$ cat config.mk
export PLATFORM = sky130hd
export DESIGN_NAME = power_result_poller
export DESIGN_NICKNAME = d
export VERILOG_FILES = /design/src/rtl/power_emu_pkg.sv /design/src/rtl/power_sample_fifo.sv /design/src/rtl/power_result_poller.sv
export SDC_FILE = /design/constraint.sdc
export NUM_CORES = 1
export LEC_CHECK = 0
export BUFFER_PORTS_ARGS = -buffer_cell sky130_fd_sc_hd__clkbuf_2
export CAP_MARGIN = 30
export CORE_MARGIN = 2
export CORE_UTILIZATION = 50
export CTS_CLUSTER_SIZE = 12
export DETAILED_ROUTE_END_ITERATION = 7
export PLACE_DENSITY = 0.71
export SYNTH_ARGS = -nofsm -noshare
export SYNTH_HDL_FRONTEND = slang
export SYNTH_SLANG_ARGS = --single-unit
$ cat constraint.sdc
create_clock -name clk -period 3.6 [get_ports clk]
set_clock_uncertainty 0.15 [all_clocks]
set_input_delay 0.72 -clock clk [delete_from_list [all_inputs] [get_ports clk]]
set_output_delay 0.72 -clock clk [all_outputs]
set_load 0.005 [all_outputs]
$ cat src/rtl/power_emu_pkg.sv
// =============================================================================
// Package : power_emu_pkg
// Brief   : Shared types and register map for the power emulator result poller.
// Rev     : 1.0
// =============================================================================
`default_nettype none

package power_emu_pkg;

    localparam int RES_W_DEF = 36;

    localparam logic [1:0] ADDR_CTRL   = 2'd0;
    localparam logic [1:0] ADDR_RES_LO = 2'd2;
    localparam logic [1:0] ADDR_RES_HI = 2'd3;

    localparam int CTRL_START = 0;

    typedef enum logic [3:0] {
        IDLE     = 4'd0,
        START_WR = 4'd1,
        WAIT     = 4'd2,
        RD_LO    = 4'd3,
        CAP_LO   = 4'd4,
        RD_HI    = 4'd5,
        CAP_HI   = 4'd6,
        CLR_WR   = 4'd7,
        PUSH     = 4'd8
    } poller_state_t;

endpackage

`default_nettype wire

$ cat src/rtl/power_sample_fifo.sv
// =============================================================================
// Module : power_sample_fifo
// Brief  : Registered show-ahead FIFO; head entry is always visible on data.
// Rev    : 1.0
// =============================================================================
`default_nettype none

module power_sample_fifo #(
    parameter int WIDTH = 36,
    parameter int DEPTH = 4
) (
    input  logic             clk,
    input  logic             reset_n,
    input  logic             push,
    input  logic [WIDTH-1:0] push_data,
    output logic             full,
    input  logic             pop,
    output logic             empty,
    output logic [WIDTH-1:0] data
);

    localparam int PTR_W = $clog2(DEPTH);

    logic [WIDTH-1:0] r_mem [DEPTH];
    logic [PTR_W-1:0] r_wr_ptr;
    logic [PTR_W-1:0] r_rd_ptr;
    logic [PTR_W:0]   r_count;

    logic w_do_pop;
    logic w_do_push;

    assign empty = (r_count == '0);
    assign full  = (r_count == (PTR_W+1)'(DEPTH));
    assign data  = r_mem[r_rd_ptr];

    // A push into a full FIFO is accepted only when the head leaves in the same cycle.
    assign w_do_pop  = pop && !empty;
    assign w_do_push = push && (!full || w_do_pop);

    always_ff @(posedge clk) begin
        if (!reset_n) begin
            r_wr_ptr <= '0;
            r_rd_ptr <= '0;
            r_count  <= '0;
        end else begin
            if (w_do_push) begin
                r_wr_ptr <= r_wr_ptr + PTR_W'(1);
            end
            if (w_do_pop) begin
                r_rd_ptr <= r_rd_ptr + PTR_W'(1);
            end
            case ({w_do_push, w_do_pop})
                2'b10:   r_count <= r_count + (PTR_W+1)'(1);
                2'b01:   r_count <= r_count - (PTR_W+1)'(1);
                default: r_count <= r_count;
            endcase
        end
    end

    always_ff @(posedge clk) begin
        if (w_do_push) begin
            r_mem[r_wr_ptr] <= push_data;
        end
    end

endmodule

`default_nettype wire

$ cat src/rtl/power_result_poller.sv
// =============================================================================
// Module : power_result_poller
// Brief  : Bus master that runs one emulator estimation per trig and queues results.
// Rev    : 1.0
// =============================================================================
`default_nettype none

module power_result_poller
    import power_emu_pkg::*;
#(
    parameter int RES_W       = RES_W_DEF,
    parameter int WAIT_CYCLES = 64,
    parameter int DEPTH       = 4
) (
    input  logic             clk,
    input  logic             reset_n,
    input  logic             trig,
    output logic             busy,
    output logic             m_read,
    output logic             m_write,
    output logic [1:0]       m_addr,
    output logic [31:0]      m_wdata,
    input  logic [31:0]      m_rdata,
    output logic             smp_valid,
    input  logic             smp_ready,
    output logic [RES_W-1:0] smp_data,
    output logic             ovf,
    input  logic             ovf_clr
);

    localparam int HI_W  = RES_W - 32;
    localparam int CNT_W = (WAIT_CYCLES > 1) ? $clog2(WAIT_CYCLES) : 1;

    poller_state_t    r_state;
    poller_state_t    w_state_nxt;
    logic [CNT_W-1:0] r_cnt;
    logic [31:0]      r_lo;
    logic [HI_W-1:0]  r_hi;
    logic             r_ovf;

    logic w_push;
    logic w_pop;
    logic w_full;
    logic w_empty;
    logic w_drop;

    assign busy      = (r_state != IDLE);
    assign smp_valid = !w_empty;
    assign ovf       = r_ovf;

    assign w_push = (r_state == PUSH);
    assign w_pop  = smp_valid && smp_ready;
    assign w_drop = w_push && w_full && !w_pop;

    always_ff @(posedge clk) begin
        if (!reset_n) begin
            r_state <= IDLE;
            r_cnt   <= '0;
            r_lo    <= '0;
            r_hi    <= '0;
            r_ovf   <= 1'b0;
        end else begin
            r_state <= w_state_nxt;
            case (r_state)
                START_WR: r_cnt <= CNT_W'(WAIT_CYCLES - 1);
                WAIT:     if (r_cnt != '0) r_cnt <= r_cnt - CNT_W'(1);
                CAP_LO:   r_lo  <= m_rdata;
                CAP_HI:   r_hi  <= m_rdata[HI_W-1:0];
                default:  ;
            endcase
            // A new overflow takes priority over a simultaneous clear.
            if (w_drop) begin
                r_ovf <= 1'b1;
            end else if (ovf_clr) begin
                r_ovf <= 1'b0;
            end
        end
    end

    always_comb begin
        w_state_nxt = r_state;
        m_read      = 1'b0;
        m_write     = 1'b0;
        m_addr      = 2'd0;
        m_wdata     = 32'd0;
        case (r_state)
            IDLE: begin
                if (trig) w_state_nxt = START_WR;
            end
            START_WR: begin
                m_write     = 1'b1;
                m_addr      = ADDR_CTRL;
                m_wdata     = 32'h1 << CTRL_START;
                w_state_nxt = WAIT;
            end
            WAIT: begin
                if (r_cnt == '0) w_state_nxt = RD_LO;
            end
            RD_LO: begin
                m_read      = 1'b1;
                m_addr      = ADDR_RES_LO;
                w_state_nxt = CAP_LO;
            end
            CAP_LO: begin
                w_state_nxt = RD_HI;
            end
            RD_HI: begin
                m_read      = 1'b1;
                m_addr      = ADDR_RES_HI;
                w_state_nxt = CAP_HI;
            end
            CAP_HI: begin
                w_state_nxt = CLR_WR;
            end
            CLR_WR: begin
                m_write     = 1'b1;
                m_addr      = ADDR_CTRL;
                m_wdata     = 32'd0;
                w_state_nxt = PUSH;
            end
            PUSH: begin
                w_state_nxt = IDLE;
            end
            default: begin
                w_state_nxt = IDLE;
            end
        endcase
    end

    power_sample_fifo #(
        .WIDTH (RES_W),
        .DEPTH (DEPTH)
    ) u_fifo (
        .clk       (clk),
        .reset_n   (reset_n),
        .push      (w_push),
        .push_data ({r_hi, r_lo}),
        .full      (w_full),
        .pop       (w_pop),
        .empty     (w_empty),
        .data      (smp_data)
    );

endmodule

`default_nettype wire

==> results.py <==
metrics = {
    "status": {
        "status": "finished clean",
    },
    "synth": {
        "yosysMostFrequentCell": "edfxtp_1",
        "synth_seq_cells": 200,
        "synth_area_um2": 7730,
        "syn_inst": 495,
        "yosysWarnings": 0,
        "synth_area_leader_cell": "edfxtp_1",
        "syn_avg_cell_area_um2": 15.6,
        "synth_top_area_frac": 0.559,
        "synth_top_flop_cell": "edfxtp_1",
        "synth_common_cells": "144 x edfxtp_1, 71 x nand2_1, 56 x dfxtp_1",
        "synth_area_leaders": "edfxtp_1 56%, dfxtp_1 14%, mux4_2 10%, nand2_1 3.4%, buf_4 3.1%",
        "yosysSeqAreaShare": 0.704,
        "synth.distinct_cells": 43,
        "synth_edf_count": 144,
        "synthArstFlopShare": 0,
    },
    "timing": {
        "final.setup.worst_slack_ns": 0.579,
        "tns_ns": 0,
        "rsz0062_at_grt": "no",
        "slew_headroom": 0.392,
        "period_share": 0.839,
        "hold_viol": 0,
        "tightest_slew_ns": 0.910,
        "period_needed_ns": 3.02,
        "finalSetupViolCount": 0,
        "slew_violations": 0,
        "max_freq_mhz": 331,
    },
    "worst_hold_path": {
        "min_from": "ovf",
        "hold_class": "flop to flop",
    },
    "place": {
        "numPortBuffers": 80,
        "pre_cts_slack_ns": 0.709,
        "dp_hpwl_mm": 9.01,
        "gp_congestion": 0.780,
    },
    "global_route": {
        "grt_pass1_wl_mm": 22.3,
        "grt_usage": 0.184,
        "grt_pass1_vias": 4159,
        "grt_max_degree": 49,
        "gr-total-overflow": 0,
        "grt_antenna_before_repair": 0,
    },
    "cells_and_area": {
        "nFillCells": 1128,
        "fin_nets": 621,
        "ff_latch_area_um2": 5450,
        "syn_to_final_growth_pct": 15.4,
        "drive_above_1_share": 0.288,
        "multi_input_area_um2": 2030,
        "post-route-util": 0.589,
        "n_antenna_cell": 0,
    },
    "detailed_routing": {
        "totalWireLength_mm": 14.4,
        "drt-wirelength-per-cell_um": 18.5,
        "num_vias": 4141,
        "drtIter0Drc": 325,
        "drc": 0,
        "dr.pass1.iters": 4,
        "via_per_inst": 5.32,
        "ant_nets": 0,
    },
    "power_and_ir_drop": {
        "ir_drop_mv": 0.368,
        "p_leak_nw": 3.06,
        "power.density_nw_per_um2": 573,
    },
    "cts": {
        "cts_hold_buf": 0,
        "cts_buffers": 17,
        "clock_path_buffers": 2,
        "cts_tree": "built",
        "post_cts_buffers": 0,
        "clk_pin_slew_worst_paths_ns": 0.07,
        "clockRootBuffer": "clkbuf_16",
        "post_cts_resize_count": 0,
        "clock_sinks": 200,
        "insertion_delay_ns": 0.43,
        "h-tree-depth": 4,
    },
    "job": {
        "maxCapViolCount": 0,
    },
    "floorplanning": {
        "initial_core_util": 0.511,
        "die_w_um": 128,
        "die_h_um": 128,
        "io_pins": 112,
        "rows": 45,
        "design.die.area_um2": 16500,
        "coreArea_um2": 15100,
    },
    "setup_path": {
        "reg2reg_depth": 4,
        "crit_type": "flop to primary output",
        "crit-reg2reg-launch": "r_state[3]",
        "setup.worst_path.start_class": "flop",
        "crit_arrival_ns": 2.15,
        "setup.worst_path.end_class": "primary output",
        "worstPathMaxFanout": 20,
        "reg2reg_slack_ns": 0.71,
        "reg2reg_to": "u_fifo.r_mem[2][13]",
        "endpoint": "smp_data[28]",
        "required_ns": 2.73,
    },
}
[how the worst min path moves through the flow]
stage / cells after the start / end
after global routing: 3 / r_lo[6]
after detailed placement: 2 / ovf
after global placement: 2 / ovf
after CTS: 2 / ovf
after floorplan: 1 / r_cnt[0]
final: 2 / ovf
[flip-flops by register name, summed over array words and instances (netlist names), named ones only]
name,flops
ovf,1
r_cnt,6
r_hi,4
r_lo,32
r_state,4
u_fifo.r_count,3
u_fifo.r_mem,144
u_fifo.r_rd_ptr,2
u_fifo.r_wr_ptr,2
[metrics by stage]
step / cells / hold slack, ns / instance area (µm²) / total power, mW
after floorplan: 525 / 0.309 / 7850 / 2.99
after global placement: 746 / 0.315 / 8270 / 3.07
after detailed placement: 746 / 0.313 / 8270 / 3.10
after CTS: 778 / 0.335 / 8920 / 5.14
after global routing: 778 / 0.348 / 8920 / 5.31
final: 778 / 0.330 / 8920 / 5.11
[final cells by class]
type	instances	share of cell area
Sequential cell	200	0.611
Timing Repair Buffer	90	0.0589
Inverter	8	0.00337
Multi-Input combinational cell	260	0.228
Tap cell	188	0.0264
Clock buffer	20	0.0512
Clock inverter	12	0.0220
[critical path: stages (launching register included)]
cell and delay (ns):
dfxtp_2 0.74, buf_12 0.29, mux4_2 0.55, clkbuf_2 0.13
[metal layers]
layer / part of all wire / GRT usage / vias up
met1: 0.43 / 0.244 / 2055
met3: 0.066 / 0.0586 / 9
met5: 0 / 0 / -
li1: - / - / 1943
met4: 0.0084 / 0.0452 / 0
met2: 0.49 / 0.298 / 134
[layout by cell type (no fill, tap or decap), types with 4 or more instances in the layout]
cell type	count
nor3_1	6
clkbuf_2	80
nand2b_1	5
xnor2_1	4
nand2_1	71
clkbuf_16	17
mux2i_1	7
ha_1	6
xor2_1	4
a21oi_1	35
a211oi_1	4
buf_4	6
nor2_1	16
dfxtp_1	54
inv_1	7
and2_2	4
conb_1	31
bufinv_16	5
or3_1	4
mux4_2	36
buf_12	4
edfxtp_1	144
[report_power, final]
part / internal (mW) / switching [mW]
registers: 2.54 / 0.0950
clock network: 1.27 / 0.792
logic: 0.174 / 0.245
total: 3.98 / 1.13
[kinds of logic (layout without fill, tap and decap cells)]
logic type      after synthesis  count (layout)  synth area share
fa+ha+maj                     7               7            0.0123
flops                       200             200             0.704
buf+inv                      65             130            0.0490
mux                          43              43             0.114
simple gates                122             122            0.0731
xor+xnor                      8               8           0.00906
compound gates               49              49            0.0379
other cells                   1              31          0.000485
Power figures use the tool's default switching activity.
